==> src/rtl/cpu_debug_controller_pkg.sv <==
// Shared definitions for the CPU debug controller: opcodes, FSM states and STATUS bit positions.
package dbg_pkg;
  localparam logic [2:0] OP_HALT   = 3'd0;
  localparam logic [2:0] OP_RUN    = 3'd1;
  localparam logic [2:0] OP_STEP   = 3'd2;
  localparam logic [2:0] OP_RD_MEM = 3'd3;
  localparam logic [2:0] OP_WR_MEM = 3'd4;
  localparam logic [2:0] OP_SET_BP = 3'd5;
  localparam logic [2:0] OP_RD_PC  = 3'd6;
  localparam logic [2:0] OP_STATUS = 3'd7;

  typedef enum logic [2:0] {S_HALT, S_RUN, S_STEP, S_MEM, S_RSP} state_e;

  localparam int ST_HALTED = 0;
  localparam int ST_BP_EN  = 1;
endpackage

==> src/rtl/cpu_debug_controller_if.sv <==
// Host debug command/response port of the CPU debug controller.
interface cpu_debug_controller_if #(parameter int ADDR_W = 16, parameter int DATA_W = 16);
  logic              cmd_valid;
  logic              cmd_ready;
  logic [2:0]        cmd_op;
  logic [ADDR_W-1:0] cmd_addr;
  logic [DATA_W-1:0] cmd_data;
  logic              rsp_valid;
  logic              rsp_ready;
  logic [DATA_W-1:0] rsp_data;
  logic              rsp_err;

  modport slave  (input  cmd_valid, cmd_op, cmd_addr, cmd_data, rsp_ready,
                  output cmd_ready, rsp_valid, rsp_data, rsp_err);
  modport master (output cmd_valid, cmd_op, cmd_addr, cmd_data, rsp_ready,
                  input  cmd_ready, rsp_valid, rsp_data, rsp_err);
endinterface

==> src/rtl/cpu_debug_controller_step_counter.sv <==
// Loadable down-counter for multi-step; o_done marks the last step cycle.
module dbg_step_counter #(parameter int W = 16) (
  input  logic         clk,
  input  logic         rst_n,
  input  logic         i_load,
  input  logic [W-1:0] i_val,
  input  logic         i_dec,
  output logic         o_done
);
  logic [W-1:0] r_cnt;

  always_ff @(posedge clk or negedge rst_n) begin
    if (!rst_n)                     r_cnt <= '0;
    else if (i_load)                r_cnt <= i_val;
    else if (i_dec && r_cnt != '0)  r_cnt <= r_cnt - 1'b1;
  end

  assign o_done = (r_cnt == W'(1));
endmodule

==> src/rtl/cpu_debug_controller.sv <==
// Run/halt/step controller for the core plus host-vs-core arbiter on the data-RAM port.
module cpu_debug_controller
  import dbg_pkg::*;
#(
  parameter int ADDR_W = 16,
  parameter int DATA_W = 16
) (
  input  logic                clk,
  input  logic                rst_n,
  cpu_debug_controller_if.slave host,
  output logic                cpu_en,
  input  logic [ADDR_W-1:0]   cpu_pc,
  input  logic [ADDR_W-1:0]   cpu_ram_addr,
  input  logic [DATA_W-1:0]   cpu_ram_wdata,
  input  logic                cpu_ram_wen,
  output logic [ADDR_W-1:0]   ram_addr,
  output logic [DATA_W-1:0]   ram_wdata,
  output logic                ram_wen,
  input  logic [DATA_W-1:0]   ram_rdata,
  output logic                halted
);
  state_e            r_state;
  logic              r_halted, r_bp_en, r_first, r_pend, r_err;
  logic              r_rsp_valid, r_rsp_err;
  logic [2:0]        r_op;
  logic [ADDR_W-1:0] r_bp_addr, r_addr;
  logic [DATA_W-1:0] r_wdata, r_rdata, r_rsp_data, w_rsp_d;
  logic              w_acc, w_bp_hit, w_cnt_load, w_cnt_done;

  assign w_acc      = host.cmd_valid & host.cmd_ready;
  assign w_bp_hit   = r_bp_en && (cpu_pc == r_bp_addr) && !r_first;
  assign w_cnt_load = (r_state == S_HALT) && w_acc && (host.cmd_op == OP_STEP);

  dbg_step_counter #(.W(ADDR_W)) u_cnt (
    .clk    (clk),
    .rst_n  (rst_n),
    .i_load (w_cnt_load),
    .i_val  (ADDR_W'(host.cmd_data)),
    .i_dec  (r_state == S_STEP),
    .o_done (w_cnt_done)
  );

  assign host.cmd_ready = (r_state == S_HALT || r_state == S_RUN) && !r_pend && !r_rsp_valid;
  assign host.rsp_valid = r_rsp_valid;
  assign host.rsp_data  = r_rsp_data;
  assign host.rsp_err   = r_rsp_err;
  assign halted         = r_halted;
  assign cpu_en         = (r_state == S_RUN && !w_bp_hit) || (r_state == S_STEP);

  assign ram_addr  = (r_state == S_MEM) ? r_addr  : cpu_ram_addr;
  assign ram_wdata = (r_state == S_MEM) ? r_wdata : cpu_ram_wdata;
  assign ram_wen   = (r_state == S_MEM) ? (r_op == OP_WR_MEM) : (cpu_ram_wen & cpu_en);

  // Payload is formed one cycle after acceptance so PC reads see the settled core.
  always_comb begin
    w_rsp_d = '0;
    case (r_op)
      OP_HALT, OP_STEP, OP_RD_PC: w_rsp_d = DATA_W'(cpu_pc);
      OP_RD_MEM:                  w_rsp_d = r_rdata;
      OP_STATUS: begin
        w_rsp_d[ST_HALTED] = r_halted;
        w_rsp_d[ST_BP_EN]  = r_bp_en;
      end
      default:                    w_rsp_d = '0;
    endcase
    if (r_err) w_rsp_d = '0;
  end

  always_ff @(posedge clk or negedge rst_n) begin
    if (!rst_n) begin
      r_state     <= S_HALT;
      r_halted    <= 1'b1;
      r_bp_en     <= 1'b0;
      r_bp_addr   <= '0;
      r_first     <= 1'b0;
      r_pend      <= 1'b0;
      r_err       <= 1'b0;
      r_op        <= OP_HALT;
      r_addr      <= '0;
      r_wdata     <= '0;
      r_rdata     <= '0;
      r_rsp_valid <= 1'b0;
      r_rsp_err   <= 1'b0;
      r_rsp_data  <= '0;
    end else begin
      r_first <= 1'b0;
      if (r_rsp_valid && host.rsp_ready) r_rsp_valid <= 1'b0;
      if (r_pend || r_state == S_RSP) begin
        r_rsp_valid <= 1'b1;
        r_rsp_data  <= w_rsp_d;
        r_rsp_err   <= r_err;
        r_pend      <= 1'b0;
      end
      case (r_state)
        S_HALT: if (w_acc) begin
          r_op    <= host.cmd_op;
          r_err   <= 1'b0;
          r_addr  <= host.cmd_addr;
          r_wdata <= host.cmd_data;
          case (host.cmd_op)
            OP_RUN: begin
              r_state  <= S_RUN;
              r_halted <= 1'b0;
              r_first  <= 1'b1;
              r_pend   <= 1'b1;
            end
            OP_STEP: begin
              if (host.cmd_data != '0) begin
                r_state  <= S_STEP;
                r_halted <= 1'b0;
              end else r_pend <= 1'b1;
            end
            OP_RD_MEM, OP_WR_MEM: begin
              r_state  <= S_MEM;
              r_halted <= 1'b0;
            end
            OP_SET_BP: begin
              r_bp_addr <= host.cmd_addr;
              r_bp_en   <= host.cmd_data[0];
              r_pend    <= 1'b1;
            end
            default: r_pend <= 1'b1;
          endcase
        end
        S_RUN: begin
          if (w_bp_hit) begin
            r_state  <= S_HALT;
            r_halted <= 1'b1;
          end
          if (w_acc) begin
            r_op   <= host.cmd_op;
            r_err  <= 1'b0;
            r_pend <= 1'b1;
            case (host.cmd_op)
              OP_HALT: begin
                r_state  <= S_HALT;
                r_halted <= 1'b1;
              end
              OP_SET_BP: begin
                r_bp_addr <= host.cmd_addr;
                r_bp_en   <= host.cmd_data[0];
              end
              OP_RD_MEM, OP_WR_MEM, OP_STEP: r_err <= 1'b1;
              default: ;
            endcase
          end
        end
        S_STEP: if (w_cnt_done) r_state <= S_RSP;
        S_MEM: begin
          r_rdata <= ram_rdata;
          r_state <= S_RSP;
        end
        default: begin
          r_state  <= S_HALT;
          r_halted <= 1'b1;
        end
      endcase
    end
  end
endmodule

==> src/flat_wrapper.sv <==
// flat-port wrapper written by rule: the top's interface ports become plain ports
module cpu_debug_controller_flat import dbg_pkg::*;
#(
  parameter int ADDR_W = 16,
  parameter int DATA_W = 16
)
  (clk, rst_n, cpu_en, cpu_pc, cpu_ram_addr, cpu_ram_wdata, cpu_ram_wen, ram_addr, ram_wdata, ram_wen, ram_rdata, halted, host_cmd_valid, host_cmd_op, host_cmd_addr, host_cmd_data, host_rsp_ready, host_cmd_ready, host_rsp_valid, host_rsp_data, host_rsp_err);
  cpu_debug_controller_if #(.ADDR_W(ADDR_W), .DATA_W(DATA_W)) host_i ();
  input  logic clk;
  input  logic rst_n;
  output logic cpu_en;
  input  logic [ADDR_W-1:0] cpu_pc;
  input  logic [ADDR_W-1:0] cpu_ram_addr;
  input  logic [DATA_W-1:0] cpu_ram_wdata;
  input  logic cpu_ram_wen;
  output logic [ADDR_W-1:0] ram_addr;
  output logic [DATA_W-1:0] ram_wdata;
  output logic ram_wen;
  input  logic [DATA_W-1:0] ram_rdata;
  output logic halted;
  input wire logic [$bits(host_i.cmd_valid)-1:0] host_cmd_valid;
  input wire logic [$bits(host_i.cmd_op)-1:0] host_cmd_op;
  input wire logic [$bits(host_i.cmd_addr)-1:0] host_cmd_addr;
  input wire logic [$bits(host_i.cmd_data)-1:0] host_cmd_data;
  input wire logic [$bits(host_i.rsp_ready)-1:0] host_rsp_ready;
  output wire logic [$bits(host_i.cmd_ready)-1:0] host_cmd_ready;
  output wire logic [$bits(host_i.rsp_valid)-1:0] host_rsp_valid;
  output wire logic [$bits(host_i.rsp_data)-1:0] host_rsp_data;
  output wire logic [$bits(host_i.rsp_err)-1:0] host_rsp_err;
  assign host_i.cmd_valid = host_cmd_valid;
  assign host_i.cmd_op = host_cmd_op;
  assign host_i.cmd_addr = host_cmd_addr;
  assign host_i.cmd_data = host_cmd_data;
  assign host_i.rsp_ready = host_rsp_ready;
  assign host_cmd_ready = host_i.cmd_ready;
  assign host_rsp_valid = host_i.rsp_valid;
  assign host_rsp_data = host_i.rsp_data;
  assign host_rsp_err = host_i.rsp_err;
  cpu_debug_controller #(.ADDR_W(ADDR_W), .DATA_W(DATA_W)) u_core (.clk(clk), .rst_n(rst_n), .host(host_i), .cpu_en(cpu_en), .cpu_pc(cpu_pc), .cpu_ram_addr(cpu_ram_addr), .cpu_ram_wdata(cpu_ram_wdata), .cpu_ram_wen(cpu_ram_wen), .ram_addr(ram_addr), .ram_wdata(ram_wdata), .ram_wen(ram_wen), .ram_rdata(ram_rdata), .halted(halted));
endmodule
==> config.mk <==
export PLATFORM = sky130hd
export DESIGN_NAME = cpu_debug_controller_flat
export DESIGN_NICKNAME = d
export VERILOG_FILES = /design/src/rtl/cpu_debug_controller_pkg.sv /design/src/rtl/cpu_debug_controller_if.sv /design/src/rtl/cpu_debug_controller_step_counter.sv /design/src/rtl/cpu_debug_controller.sv /design/src/flat_wrapper.sv
export SDC_FILE = /design/constraint.sdc
export NUM_CORES = 1
export LEC_CHECK = 0
export CAP_MARGIN = 40
export CORE_ASPECT_RATIO = 2
export CORE_UTILIZATION = 48
export DETAILED_ROUTE_END_ITERATION = 8
export PLACE_DENSITY = 0.81
export SLEW_MARGIN = 20
export SYNTH_ARGS = -nofsm -noshare
export SYNTH_HDL_FRONTEND = slang
export SYNTH_SLANG_ARGS = --single-unit
==> constraint.sdc <==
create_clock -name clk -period 2.6 [get_ports clk]
set_input_delay 0.52 -clock clk [delete_from_list [all_inputs] [get_ports clk]]
set_output_delay 0.52 -clock clk [all_outputs]
set_load 0.005 [all_outputs]
After elaboration in Yosys (flattened, before gate mapping) --
Index checks and enable logic that the tools add are counted.
Cells by class: equality and inequality tests 22, mux-type cells 38, bitwise gates (word level) 3, reduce and logical (&&, ||, !) cells 36, add/subtract/negate cells 1
Operators by type and width (count):
- two-way mux 16 bit | 5
- nonzero test 16 bit | 2
- one-hot mux 14 bit (2 select lines) | 1
- == test 3 x 2 -> 1 bit (second input constant) | 6
- == test 3 bit (second input constant) | 6
- two-way mux 1 bit | 18
- two-way mux 3 bit | 6
- == test 16 x 1 -> 1 bit (second input constant) | 1
- == test 16 bit | 1
- subtractor 16 x 1 -> 16 bit (second input constant) | 1
- one-hot mux 3 bit (4 select lines) | 1
- logical AND 1 bit | 9
- zero test 3 bit | 3
- one-hot mux 3 bit (3 select lines) | 1
- OR reduction 3 bit | 3
- one-hot mux 1 bit (2 select lines) | 4
- AND reduction 4 bit | 2
- == test 3 x 1 -> 1 bit (second input constant) | 2
- inequality test 2 x 1 -> 1 bit (second input constant) | 3
- one-hot mux 2 bit (3 select lines) | 1
- AND reduction 3 bit | 2
- nonzero test 2 bit | 3
- OR reduction 2 bit | 3
- zero test 1 bit | 4
- 8 further kinds | 12
Storage, ports and cells: bits in registers 109, word-level logic and storage cells 115, output and inout port bits 54

Logic depth before layout (Yosys ltp) --
Gate-level depths: netlist of run 1.
depth after elaboration 8, depth in mapped cells 8

Cells and area by module --
A second synthesis of run 1 with hierarchy kept.
Unflattened totals: cells, all modules 526, area, all modules 5740.5 µm²
By module, submodules not included:
- cpu_debug_controller | sequential area each 2328.5 µm², instances 1, cells an instance 398, area an instance 4664.5 µm²
- dbg_step_counter | sequential area each 400.4 µm², instances 1, cells an instance 128, area an instance 1076.0 µm²

Worst setup path before layout of run 1 --
Ideal clock, no wire load.
path type register to output, start point register u_core.r_state[0], end point output ram_addr[0], path slack 0.434 ns, stages on the path, launching flop included 6, required time 2.080 ns, buffers on the path 3, arrival 1.646 ns, path through dfrtp_1 clkbuf_1 nand3b_1 buf_2 buf_1 mux2_2
On the way: longest elaborated chain between the ends 2
Ends and longest elaborated chain:
- start, declared | line cpu_debug_controller.sv:22 | state_e r_state;
- start signal, assigned | line cpu_debug_controller.sv:71 | r_state <= S_HALT;
- start signal, assigned | line cpu_debug_controller.sv:102 | r_state <= S_RUN;
- start signal, assigned | line cpu_debug_controller.sv:109 | r_state <= S_STEP;
- == test 3 x 2 -> 1 bit | line cpu_debug_controller.sv:50 | assign ram_addr = (r_state == S_MEM) ? r_addr : cpu_ram_addr;
- two-way mux 16 bit | line cpu_debug_controller.sv:50
- end, declared | line flat_wrapper.sv:16 | output logic [ADDR_W-1:0] ram_addr;
No other way between the ends.

Final worst setup path of run 1 --
start point register u_core.r_state[0], end point output ram_wdata[6]
On the way: longest elaborated chain between the ends 2
Ends and longest elaborated chain:
- == test 3 x 2 -> 1 bit | line cpu_debug_controller.sv:51 | assign ram_wdata = (r_state == S_MEM) ? r_wdata : cpu_ram_wdata;
- two-way mux 16 bit | line cpu_debug_controller.sv:51
- end, declared | line flat_wrapper.sv:17 | output logic [DATA_W-1:0] ram_wdata;
No other way between the ends.

==> flow_summary_export.csv, run 1 <==
group,metric,value,unit
clock_network,cts_tree,"built",
placed_design,dpl_worst_slack,-592,ps
placed_design,placement.io_buffers,157,
timing,layout_setup_ws,44.2,ps
floorplan,dieArea,11900,um2
clock_network,cts_inserted_buffers,9,
drt,highest_layer,"met4",
drt,dr_total_vias,4531,
cells_and_area,drive_above_1_share,0.277,
drt,initialDrtViolationCount,311,
placed_design,dpl_cell_area,7330,um2
drt,drt_first_pass_iters,4,
clock_network,h-tree-depth,3,
timing,rsz0062_at_grt,"yes",
synthesis,synth_sequential_area_ratio,0.499,
synthesis,syn_nets,578,
pwr,vdd_drop_max,0.000563,V
synthesis,synth_warnings,0,
timing,timing.final.crit_share,0.983,
synthesis,ys_top_cells_by_area,"dfrtp_1, mux2_2, o21ai_0, nand2_1, xnor2_1",
placed_design,dp_hpwl,11800,um
cells_and_area,diodes,0,
worst_setup_path,crit_arrival,2040,ps
floorplan,die_height,153,um
cells_and_area,final-seq-area,2730,um2
synthesis,synthDistinctLibCells,58,
worst_setup_path,required,2080,ps
timing,finalSetupViolCount,0,
cells_and_area,nets,755,
floorplan,coreArea,11000,um2
timing,maxSlewHeadroom,0.624,
timing,drv_slew,0,
placed_design,dp_cells,773,
drt,final_antenna_net_count,0,
timing,min_period,2560,ps
global_routing,grt_pass1_wl,25000,um
cells_and_area,area_growth,42.1,%
synthesis,syn_inst,472,
floorplan,core.rowCount,54,
drt,drt-met1-wl,5630,um
cells_and_area,final_cells,794,
global_routing,grt_antenna_before_repair,0,
floorplan,dieWidth,77.5,um
synthesis,yosysTopAreaCell,"dfrtp_1",
cells_and_area,design_area,7770,um2
global_routing,grt_pass1_vias,4925,
timing,tightest_slew,563,ps
global_routing,overflow,0,
clock_network,cts_num_sinks,109,
drt,routed_wirelength,15700,um
drt,remaining_drc_errors,0,
status,status,"finished, final reports clean",
drt,route.met2.wl,8890,um
timing,finalHoldViolations,0,
clock_network,cts_hold_buffers,0,
pwr,pwr_density_cell,1010,nW/um2
drt,via_per_inst,5.71,
worst_hold_path,hold_path_class,"input port to asynchronous set/reset pin",
drt,wl_per_cell,19.8,um
pwr,cellLeakagePower,3.25,nW
timing,fin_tns_setup,0,ps
clock_network,clkLatencyLatePin,350,ps
clock_network,clockBufferDepth,2,
floorplan,start_util,0.497,
synthesis,synth_area_per_cell,11.6,um2
synthesis,synth_ff_type,"dfrtp_1",
run,drv_cap,0,
worst_setup_path,critical_path.max_fanout,11,
worst_setup_path,startpoint_type,"flop",
synthesis,syn-cell-area,5470,um2
worst_setup_path,r2r_cells,6,
global_routing,grt_max_degree,91,
synthesis,synth-edff-count,0,
synthesis,async_flop_share,1.00,
cells_and_area,multiInputGateArea,2640,um2
worst_setup_path,cp-end-kind,"output port",
cells_and_area,nFillCells,777,
floorplan,io_pins,158,
clock_network,clockRootBuffer,"clkbuf_16",
drt,met3_length,640,um
synthesis,synth_top_area_share,0.494,
timing,fin_skew,11.4,ps
placed_design,globalplace.congestion,0.907,
global_routing,grt_usage,0.276,
worst_setup_path,path_class,"flop to output port",
clock_network,cts.clk_slew.worst_paths,80,ps
timing,clock.fmax,391,MHz
synthesis,synth-seq-cells,109,
-- cell families (layout without fill, tap and decap cells) --
| logic type | after synthesis | in the layout | synth area share |
|---|---|---|---|
| AOI/OAI and AO/OA | 80 | 80 | 0.0968 |
| xor gates and xnor gates | 18 | 18 | 0.0288 |
| adders and majority gates | 2 | 2 | 0.00457 |
| buffers and inverters | 35 | 217 | 0.0306 |
| DFF | 109 | 109 | 0.499 |
| muxes | 105 | 105 | 0.215 |
| and+or+nand+nor | 123 | 123 | 0.125 |
-- repair_timing --
action                     CTS  global route
setup endpoints to repair   34            32
pin swaps                    5             8
gates cloned                 0             1
hold endpoints to repair     0             0
buffers inserted             3             1
resized for setup           24            13
-- final cells by class --
class / instances / share of cell area
tap: 140 / 0.0225
clock inverter: 7 / 0.0113
clock buffer: 9 / 0.0290
sequential: 109 / 0.351
inverter: 8 / 0.00386
multi-input combinational: 328 / 0.339
timing repair buffer: 193 / 0.243
-- through the flow --
stage | hold WS [ps] | power, mW | utilization
3_3_place_gp | 420 | 6.11 | 0.665
3_5_place_dp | 420 | 6.29 | 0.666
5_1_grt | 52.4 | 8.31 | 0.706
4_1_cts | 48.3 | 7.81 | 0.700
2_1_floorplan | 224 | 4.88 | -
6_report | 42.4 | 7.85 | 0.706
-- flip-flops by register name, indices dropped and copies added, names as in the netlist --
register,cells
u_core.u_cnt.r_cnt,16
u_core.host.rsp_data,16
u_core.r_wdata,16
u_core.host.rsp_valid,1
u_core.r_state,3
u_core.r_first,1
u_core.r_err,1
u_core.r_pend,1
u_core.r_bp_en,1
u_core.halted,1
u_core.r_addr,16
u_core.r_rdata,16
u_core.r_op,3
u_core.host.rsp_err,1
u_core.r_bp_addr,16
-- report_power, final --
group	internal [mW]	switching, mW	total [mW]
Combinational	1.85	1.42	3.27
Clock	0.774	0.673	1.45
Sequential	2.48	0.660	3.14
Total	5.10	2.75	7.85
-- worst max-delay path, stage by stage, from the launching register on --
cell and delay, ps:
dfrtp_2 450, nand3b_1 130, buf_6 150, clkbuf_16 170
mux2_2 330, clkdlybuf4s50_1 450
-- cells in the mapped netlist (3+ instances only) --
cell      number
nor4_1         9
o21ai_0       25
a22oi_1       16
dfrtp_1      108
mux2i_1        4
nor2_2         3
inv_1          8
buf_2          5
a21oi_1       12
nor2_1        21
a221o_1        4
buf_6          3
nor3_1        12
xnor2_1       14
nand3_1       10
o31ai_1        3
clkbuf_1      16
nand4_1        8
nor2b_1        4
xor2_1         4
mux2_2       100
nand2_1       33
-- worst paths after layout --
path                                                startpoint                                   to  slack, ps
max                              u_core.r_state[0]$_DFFE_PN0P_                         ram_wdata[6]         40
min                                                      rst_n       u_core.r_wdata[12]$_DFFE_PN0N_         40
max reg2reg                      u_core.r_state[1]$_DFFE_PN0P_     u_core.r_bp_addr[14]$_DFFE_PN0P_        380
min reg2reg                u_core.host.rsp_data[0]$_DFFE_PN0P_  u_core.host.rsp_data[0]$_DFFE_PN0P_        480
max in group asynchronous                                rst_n  u_core.host.rsp_data[4]$_DFFE_PN0P_       1790
min in group clk           u_core.host.rsp_data[0]$_DFFE_PN0P_  u_core.host.rsp_data[0]$_DFFE_PN0P_        480
-- cell usage in the layout, fill, tap and decap left out, types with 3 or more instances in the layout --
cell type,synthesis,routed
inv_6,0,3
clkbuf_16,0,10
dlymetal6s2s_1,0,5
dlygate4sd2_1,0,5
buf_4,2,32
nor2_1,21,21
o31ai_1,3,3
xnor2_2,0,5
nor4_2,1,3
a21oi_1,12,12
mux2i_1,4,4
xnor2_1,14,9
nor2_2,3,3
o21ai_0,25,25
nand4_1,8,8
nor2b_1,4,3
nand2_1,33,33
nor4_1,9,7
a22oi_1,16,16
mux2_2,100,99
clkdlybuf4s50_1,0,142
dfrtp_1,108,106
nor3_1,12,12
a221o_1,4,4
inv_1,8,8
xor2_1,4,4
nand3_1,10,10
-- routing by layer --
layer  vias to the layer above  global-route usage
met4                         0               0.126
met5                         -                   0
li1                       2083                   -
met2                       177               0.514
met3                        32              0.0466
met1                      2239               0.297
(Power assumes the default switching activity.)
==> inputs of run 2 (changes only) <==
--- a/config.mk
+++ b/config.mk
@@ -5,11 +5,13 @@
 export SDC_FILE = /design/constraint.sdc
 export NUM_CORES = 1
 export LEC_CHECK = 0
-export CAP_MARGIN = 40
+export CAP_MARGIN = 20
 export CORE_ASPECT_RATIO = 2
 export CORE_UTILIZATION = 48
 export DETAILED_ROUTE_END_ITERATION = 8
 export PLACE_DENSITY = 0.81
+export RECOVER_POWER = 25
+export REMOVE_ABC_BUFFERS = 1
 export SLEW_MARGIN = 20
 export SYNTH_ARGS = -nofsm -noshare
 export SYNTH_HDL_FRONTEND = slang
==> flow_summary_export.csv, run 2 (synthesis gave the netlist of run 1 again) <==
group,metric,value,unit
clock_network,cts.clk_slew.worst_paths,80,ps
global_routing,grt_pass1_vias,4912,
pwr,cellLeakagePower,3.19,nW
pwr,p_sw_frac,0.352,
placed_design,dp_cells,774,
worst_setup_path,crit_path_frequent_cell,"buf_4",
clock_network,clkLatencyLatePin,350,ps
status,status,"complete, but fails checks",
placed_design,globalplace.congestion,0.977,
run,drv_cap,0,
timing,timing.final.crit_share,1.00,
cells_and_area,design_area,7740,um2
worst_hold_path,hold_path_class,"input port to asynchronous set/reset pin",
worst_setup_path,required,2080,ps
cells_and_area,drive_above_1_share,0.277,
cells_and_area,layout_common_cells,"clkdlybuf4s50_1, dfrtp_1, mux2_2, buf_4, nand2_1",
cells_and_area,diodes,0,
worst_setup_path,critPathBufInv,4,
timing,min_period,2600,ps
timing,finalHoldViolations,0,
timing,tightest_slew,1180,ps
pwr,clkPwrFrac,0.171,
timing,whs,393,ps
floorplan,dieArea,11900,um2
cells_and_area,finish.utilization,0.703,
cells_and_area,nFillCells,825,
drt,routed_wirelength,15600,um
drt,drt_first_pass_iters,5,
worst_setup_path,cp_cell_sequence,"clkdlybuf4s15_1 > a222oi_1 > buf_4 > nand4_1 > nor4_2 > buf_4 > o22ai_2 > buf_2",
floorplan,core.rowCount,54,
timing,fin_skew,9.64,ps
cells_and_area,final_common_cell,"clkdlybuf4s50_1",
drt,dr_total_vias,4565,
pwr,internal-power,5.00,mW
pwr,p_seq_frac,0.397,
cells_and_area,area_growth,41.6,%
clock_network,cts_inserted_buffers,9,
placed_design,dp_hpwl,11400,um
drt,wl_per_cell,19.5,um
global_routing,grt_pass1_wl,24600,um
pwr,combPwrFrac,0.432,
clock_network,cts_tree,"built",
worst_setup_path,cp-end-kind,"output port",
worst_setup_path,critical_path.max_fanout,3,
clock_network,cts_hold_buffers,0,
drt,via_per_inst,5.72,
cells_and_area,nets,760,
floorplan,io_pins,158,
timing,rsz0062_at_grt,"yes",
cells_and_area,multiInputGateArea,2610,um2
floorplan,die_height,153,um
global_routing,grt_max_degree,47,
cells_and_area,final_cells,798,
timing,finalSetupViolCount,2,
worst_setup_path,slowest_delay,480,ps
cells_and_area,final-seq-area,2730,um2
global_routing,grt_antenna_before_repair,0,
worst_setup_path,crit_arrival,2080,ps
placed_design,placement.io_buffers,157,
drt,final_antenna_net_count,0,
drt,remaining_drc_errors,0,
worst_setup_path,cp_top_family,"buffers and inverters",
global_routing,grt_usage,0.272,
pwr,power.switching,2.71,mW
placed_design,dpl_cell_area,7350,um2
floorplan,dieWidth,77.5,um
global_routing,overflow,0,
floorplan,start_util,0.497,
clock_network,clockBufferDepth,2,
pwr,pwr_density_cell,996,nW/um2
placed_design,dpl_worst_slack,-642,ps
pwr,vdd_drop_max,0.000560,V
drt,initialDrtViolationCount,211,
worst_setup_path,startpoint_type,"input port",
clock_network,clockRootBuffer,"clkbuf_16",
worst_setup_path,path_class,"input port to output port",
timing,layout_setup_ws,-1.07,ps
clock_network,cts_num_sinks,109,
timing,drv_slew,0,
clock_network,h-tree-depth,3,
timing,clock.fmax,384,MHz
worst_setup_path,slowest_stage,"a222oi_1",
timing,maxSlewHeadroom,0.216,
floorplan,coreArea,11000,um2
status,violations,"negative setup slack",
==> run 2: changes by cell type in the layout (fill, tap and decap cells not counted), moves of 3 or more <==
| cell | delta |
|---|---|
| dlymetal6s2s_1 | -4 |
| clkdlybuf4s50_1 | +5 |
| xnor2_2 | -4 |
| xnor2_1 | +4 |
| clkbuf_1 | +3 |
==> run 2: final timing paths <==
check / start / endpoint / slack, ps / depth (start not counted)
worst min-delay path: rst_n / u_core.r_rdata[7]$_DFFE_PN0P_ / 390 / 1
worst min register to register: u_core.host.rsp_data[1]$_DFFE_PN0P_ / u_core.host.rsp_data[1]$_DFFE_PN0P_ / 490 / 2
min in group clk: u_core.host.rsp_data[1]$_DFFE_PN0P_ / u_core.host.rsp_data[1]$_DFFE_PN0P_ / 490 / 2
max in group asynchronous: rst_n / u_core.u_cnt.r_cnt[4]$_DFFE_PN0P_ / 1080 / 2
worst max register to register: u_core.r_state[2]$_DFFE_PN0P_ / u_core.u_cnt.r_cnt[14]$_DFFE_PN0P_ / 510 / 8
worst max-delay path: cpu_pc[15] / ram_wen / -1 / 8
==> run 2: layer usage <==
layer	routed length [um]	track usage	vias to the layer above
li1	-	-	2089
met1	5350	0.274	2270
met2	9070	0.524	171
met3	655	0.0472	35
met4	511	0.123	0
met5	0	0	-
==> run 2: what timing repair did <==
item	CTS	global route
setup buffers	5	2
endpoints found under the setup margin	34	3
pin swaps	3	6
gates resized for setup	23	5
cloned	1	1
==> run 2: power groups by stage <==
stage	clock network, mW	logic [mW]	registers [mW]
floorplan	0	1.87	2.94
global placement	0	3.06	3.04
finish	1.32	3.33	3.06
detailed placement	0	3.16	3.10
global route	1.42	3.60	3.15
CTS	1.35	3.28	3.04
==> run 2: final cells by class <==
class	instances	share of cell area
Tap cell	140	0.0226
Inverter	8	0.00388
Multi-Input combinational cell	328	0.337
Clock inverter	6	0.00727
Timing Repair Buffer	198	0.247
Clock buffer	9	0.0291
Sequential cell	109	0.353
==> run 2: per-stage QoR <==
stage / power, mW / TNS, ps
2_1_floorplan: 4.81 / -8210
3_3_place_gp: 6.10 / -1140
3_5_place_dp: 6.25 / -1270
4_1_cts: 7.66 / -160
5_1_grt: 8.16 / -181
6_report: 7.71 / -1.56
